===== src/rtl/div_issue_ctrl_if.sv =====
// Handshake bundle between the EX-stage divide issue controller and the multi-cycle divider.
interface div_issue_ctrl_if;
    logic [7:0]  div_alucontrol;
    logic [31:0] div_opa;
    logic [31:0] div_opb;
    logic        div_start;
    logic        div_annul;
    logic [63:0] div_result;
    logic        div_ready;

    modport master (
        output div_alucontrol, div_opa, div_opb, div_start, div_annul,
        input  div_result, div_ready
    );

    modport slave (
        input  div_alucontrol, div_opa, div_opb, div_start, div_annul,
        output div_result, div_ready
    );
endinterface


===== src/rtl/div_issue_ctrl.sv =====
// EX-stage divide issue controller: launches DIV/DIVU on the divider, stalls the pipe
// while it runs, and owns the HI/LO registers (divide results and MTHI/MTLO).
module div_issue_ctrl #(
    parameter int DRAIN_CYCLES = 3
) (
    input  logic                    clk,
    input  logic                    rst,
    input  logic [7:0]              alucontrol,
    input  logic [31:0]             srca,
    input  logic [31:0]             srcb,
    input  logic                    flush_i,
    div_issue_ctrl_if.master        dv,
    output logic                    stall_o,
    output logic [31:0]             hi_o,
    output logic [31:0]             lo_o
);
    localparam logic [7:0] EXE_DIV_OP  = 8'b0001_1010;
    localparam logic [7:0] EXE_DIVU_OP = 8'b0001_1011;
    localparam logic [7:0] EXE_MTHI_OP = 8'b0001_0001;
    localparam logic [7:0] EXE_MTLO_OP = 8'b0001_0011;
    localparam int CW = (DRAIN_CYCLES > 1) ? $clog2(DRAIN_CYCLES) : 1;

    typedef enum logic [1:0] {IDLE, BUSY, DONE, ABORT} state_t;

    state_t        state, state_nxt;
    logic [CW-1:0] drain_cnt, drain_nxt;
    logic          start_nxt, annul_nxt;
    logic          issue, commit;
    logic          is_div;

    assign is_div = (alucontrol == EXE_DIV_OP) || (alucontrol == EXE_DIVU_OP);

    always_comb begin
        state_nxt = state;
        drain_nxt = drain_cnt;
        start_nxt = dv.div_start;
        annul_nxt = dv.div_annul;
        stall_o   = 1'b0;
        issue     = 1'b0;
        commit    = 1'b0;
        unique case (state)
            IDLE: begin
                stall_o = is_div && !flush_i;
                if (is_div && !flush_i) begin
                    issue     = 1'b1;
                    start_nxt = 1'b1;
                    state_nxt = BUSY;
                end
            end
            BUSY: begin
                stall_o = !dv.div_ready;
                // A result arriving alongside a flush is still committed.
                if (dv.div_ready) begin
                    commit    = 1'b1;
                    start_nxt = 1'b0;
                    state_nxt = DONE;
                end else if (flush_i) begin
                    start_nxt = 1'b0;
                    annul_nxt = 1'b1;
                    drain_nxt = CW'(DRAIN_CYCLES - 1);
                    state_nxt = ABORT;
                end
            end
            DONE: begin
                stall_o   = is_div;
                state_nxt = IDLE;
            end
            ABORT: begin
                stall_o   = is_div;
                start_nxt = 1'b0;
                annul_nxt = 1'b1;
                if (drain_cnt == '0) begin
                    annul_nxt = 1'b0;
                    state_nxt = IDLE;
                end else begin
                    drain_nxt = drain_cnt - 1'b1;
                end
            end
            default: state_nxt = IDLE;
        endcase
    end

    always_ff @(posedge clk or posedge rst) begin
        if (rst) begin
            state             <= IDLE;
            drain_cnt         <= '0;
            dv.div_start      <= 1'b0;
            dv.div_annul      <= 1'b0;
            dv.div_opa        <= '0;
            dv.div_opb        <= '0;
            dv.div_alucontrol <= '0;
            hi_o              <= '0;
            lo_o              <= '0;
        end else begin
            state        <= state_nxt;
            drain_cnt    <= drain_nxt;
            dv.div_start <= start_nxt;
            dv.div_annul <= annul_nxt;
            if (issue) begin
                dv.div_opa        <= srca;
                dv.div_opb        <= srcb;
                dv.div_alucontrol <= alucontrol;
            end
            // Divide completion outranks a same-cycle MTHI/MTLO.
            if (commit) begin
                hi_o <= dv.div_result[63:32];
                lo_o <= dv.div_result[31:0];
            end else if (!flush_i && !stall_o) begin
                if (alucontrol == EXE_MTHI_OP) hi_o <= srca;
                if (alucontrol == EXE_MTLO_OP) lo_o <= srca;
            end
        end
    end
endmodule


===== src/flat_wrapper.sv =====
// flat-port wrapper written by rule: the top's interface ports become plain ports
module div_issue_ctrl_flat 
#(
    parameter int DRAIN_CYCLES = 3
)
  (clk, rst, alucontrol, srca, srcb, flush_i, stall_o, hi_o, lo_o, dv_div_alucontrol, dv_div_opa, dv_div_opb, dv_div_start, dv_div_annul, dv_div_result, dv_div_ready);
  div_issue_ctrl_if dv_i ();
  input  logic clk;
  input  logic rst;
  input  logic [7:0] alucontrol;
  input  logic [31:0] srca;
  input  logic [31:0] srcb;
  input  logic flush_i;
  output logic stall_o;
  output logic [31:0] hi_o;
  output logic [31:0] lo_o;
  output wire logic [$bits(dv_i.div_alucontrol)-1:0] dv_div_alucontrol;
  output wire logic [$bits(dv_i.div_opa)-1:0] dv_div_opa;
  output wire logic [$bits(dv_i.div_opb)-1:0] dv_div_opb;
  output wire logic [$bits(dv_i.div_start)-1:0] dv_div_start;
  output wire logic [$bits(dv_i.div_annul)-1:0] dv_div_annul;
  input wire logic [$bits(dv_i.div_result)-1:0] dv_div_result;
  input wire logic [$bits(dv_i.div_ready)-1:0] dv_div_ready;
  assign dv_div_alucontrol = dv_i.div_alucontrol;
  assign dv_div_opa = dv_i.div_opa;
  assign dv_div_opb = dv_i.div_opb;
  assign dv_div_start = dv_i.div_start;
  assign dv_div_annul = dv_i.div_annul;
  assign dv_i.div_result = dv_div_result;
  assign dv_i.div_ready = dv_div_ready;
  div_issue_ctrl #(.DRAIN_CYCLES(DRAIN_CYCLES)) u_core (.clk(clk), .rst(rst), .alucontrol(alucontrol), .srca(srca), .srcb(srcb), .flush_i(flush_i), .dv(dv_i), .stall_o(stall_o), .hi_o(hi_o), .lo_o(lo_o));
endmodule

===== config.mk =====
export PLATFORM = sky130hd
export DESIGN_NAME = div_issue_ctrl_flat
export DESIGN_NICKNAME = d
export VERILOG_FILES = /design/src/rtl/div_issue_ctrl_if.sv /design/src/rtl/div_issue_ctrl.sv /design/src/flat_wrapper.sv
export SDC_FILE = /design/constraint.sdc
export NUM_CORES = 1
export LEC_CHECK = 0
export BUFFER_PORTS_ARGS = -buffer_cell sky130_fd_sc_hd__buf_2
export CAP_MARGIN = 15
export CORE_MARGIN = 4
export CORE_UTILIZATION = 40
export DETAILED_ROUTE_END_ITERATION = 8
export PLACE_DENSITY = 0.7
export SYNTH_ARGS = -nofsm -noshare
export SYNTH_HDL_FRONTEND = slang
export SYNTH_SLANG_ARGS = --single-unit

===== constraint.sdc =====
create_clock -name clk -period 7.9 [get_ports clk]
set_input_delay 0.79 -clock clk [delete_from_list [all_inputs] [get_ports clk]]
set_output_delay 0.79 -clock clk [all_outputs]
set_load 0.05 [all_outputs]

==> qor.csv <==
metric;value;unit
fin_skew;12.76;ps
rows;45;
dp_slack;4230;ps
p_per_area;276.8;nW/um^2
port_buffers;278;
drv_cap;0;
synth_cell_types;36;
n_antenna_cell;0;
period_share;41.00;%
grt_use_met2;31.99;%
synth.area.top_cells;dfrtp_1, mux2_4, mux2_2;
n_fill_cell;1345;
drt_iter0_drc;235;
final-max-slew-violation-count;0;
start_util;40.72;%
cp_max_fo;49;
finalNetCount;892;
p_comb_share;24.6;%
met1_usage;26.48;%
cts_tree;built;
crit_start;alucontrol[2];
tns;0;ps
synth_fp_nets;619;
regToRegStartpoint;u_core.state[0];
ys_seq_elements;142;
dpl_cell_area;7745;um^2
grt_pass1_wl;27630;um
leakage;4.746;nW
power_frac_seq;36.8;%
root_buffer;clkbuf_16;
vdd_ir_drop_max;145.8;uV
seq_area_frac_synth;57.40;%
hold-worst-slack;423.9;ps
syn_area;6191;um^2
grt_pass1_vias;4937;
p_int;1.537;mW
drcViolationCount;0;
worst_slack;4661;ps
yosys.area.top_type;dfrtp_1;
crit_chain;buf_2, or3b_4, or4_4, or4b_4, buf_4, mux2_4;
finalSetupViolations;0;
cp_slowest_cell;or4b_4;
slowest_delay;790;ps
grt_use_met3;6.145;%
fmax;308.7;MHz
grt-busiest-layer;met2;
rsz0062_at_grt;false;
worst_slew_pin_slew;1116;ps
postSynthCellCount;478;
wl_per_cell;18.55;um
clkLatencyLatePin;420;ps
cts_made_buffers;17;
die_w;132.4;um
start_kind;primary input;
place.gp.congestion;0.7934;
fin_area;8403;um^2
end_kind;flop;
worstPathArrival;3540;ps
cts_resized;0;
relSlewSlack;25.61;%
outcome;finished, final reports clean;
switching_share;33.92;%
cts.path.max_buffers;2;
postCtsHoldBufs;0;
core;15200;um^2
worstSetupPathType;in -> reg;
layout-drive-gt1-share;55.76;%
die_height;132.4;um
synth_most_common_cell;dfrtp_1;
yosysWarnings;0;
synth_common_cells;dfrtp_1, nand2_1, mux2_4;
fp.dieArea;17530;um^2
clkPwrFrac;38.6;%
synth-edff-count;0;
required;8200;ps
wl;17660;um
path_clk_slew;60;ps
synth.top_cell.area_share;57.40;%
final_antenna_net_count;0;
io_pins;279;
min-delay-path-class;in -> async;
cts_setup_buffers;0;
antenna_found_initial;0;
clock-sinks;142;
dp_hpwl;12410;um
switching_power;0.7889;mW
htreeDepth;4;
grt_use_total;20.02;%
first_pass_iters;4;
syn2layout_area_growth;35.73;%
syn_area_per_cell;12.95;um^2
vias_per_cell;5.055;
grt_max_degree;79;
async_flop_share;100.0;%
finalHoldViolCount;0;
synth_ff_type;dfrtp_1;
grt_overflow;0;
vias;4812;
fin_crit;3239;ps
## state kept, by name, indices dropped and copies added, names as in the netlist
signal                    count
u_core.drain_cnt              2
u_core.hi_o                  32
u_core.dv.div_start           1
u_core.lo_o                  32
u_core.dv.div_annul           1
u_core.dv.div_opb            32
u_core.dv.div_alucontrol      8
u_core.state                  2
u_core.dv.div_opa            32
## final timing paths
path | to | slack (ps) | cells past startpoint
max | u_core.dv.div_opb[21] | 4660 | 6
min | u_core.hi_o[27] | 420 | 2
max reg2reg | u_core.lo_o[9] | 5180 | 5
min reg2reg | u_core.dv.div_alucontrol[4] | 480 | 1
max in group asynchronous | u_core.lo_o[4] | 6080 | 3
min in group clk | u_core.dv.div_alucontrol[4] | 480 | 1
## per-layer routing
metal  vias up  part of all wire (%)
li1       2222                     -
met1      2367                    44
met2       203                    47
met3        20                   7.4
met4         0                   1.5
met5         -                     0
## placed cells by master (no fill, tap or decap), types with 2 or more instances in the layout
cell / synthesis / final
a21oi_1: 2 / 2
a221o_1: 14 / 14
a31oi_1: 34 / 33
and2_1: 18 / 18
buf_2: 0 / 278
buf_4: 0 / 7
bufinv_16: 0 / 5
clkbuf_16: 0 / 17
clkinvlp_4: 0 / 3
dfrtp_1: 142 / 142
inv_1: 6 / 5
inv_6: 0 / 5
mux2_2: 40 / 40
mux2_4: 60 / 60
nand2_1: 67 / 67
nand2b_1: 5 / 5
nor2_1: 35 / 35
## stage by stage
| step | instances | util (%) | total power [mW] |
|---|---|---|---|
| floorplan | 478 | - | 1.278 |
| global placement | 920 | 50.95 | 1.436 |
| detailed placement | 920 | 50.95 | 1.443 |
| CTS | 952 | 55.28 | 2.351 |
| global route | 952 | 55.28 | 2.420 |
| finish | 952 | 55.28 | 2.326 |
## layout make-up
class	instances	area (um^2)	area share, %
sequential	142	3553	42.29
multi-input combinational	299	2485	29.57
timing repair buffer	285	1444	17.18
clock buffer	17	425.4	5.063
tap	188	235.2	2.799
clock inverter	15	232.7	2.770
inverter	6	27.53	0.3276
## worst max-delay path: cells and delay by family
| family | cells | cell delay, ps |
|---|---|---|
| buffers and inverters | 2 | 550 |
| muxes | 1 | 410 |
| and+or+nand+nor | 3 | 1720 |
## logic make-up after synthesis
logic type / share of synthesized area (%)
flops: 57.40
simple gates: 10.13
mux: 22.17
compound gates: 7.013
buf+inv: 3.092
fa+ha+maj: 0.2021
## power by group through the flow
stage / logic (mW) / clock network [mW] / registers, mW
2_1_floorplan: 0.112 / 0 / 1.17
3_3_place_gp: 0.569 / 0 / 0.867
3_5_place_dp: 0.576 / 0 / 0.867
4_1_cts: 0.577 / 0.918 / 0.856
5_1_grt: 0.600 / 0.954 / 0.867
6_report: 0.572 / 0.898 / 0.856
(Power assumes the default switching activity.)
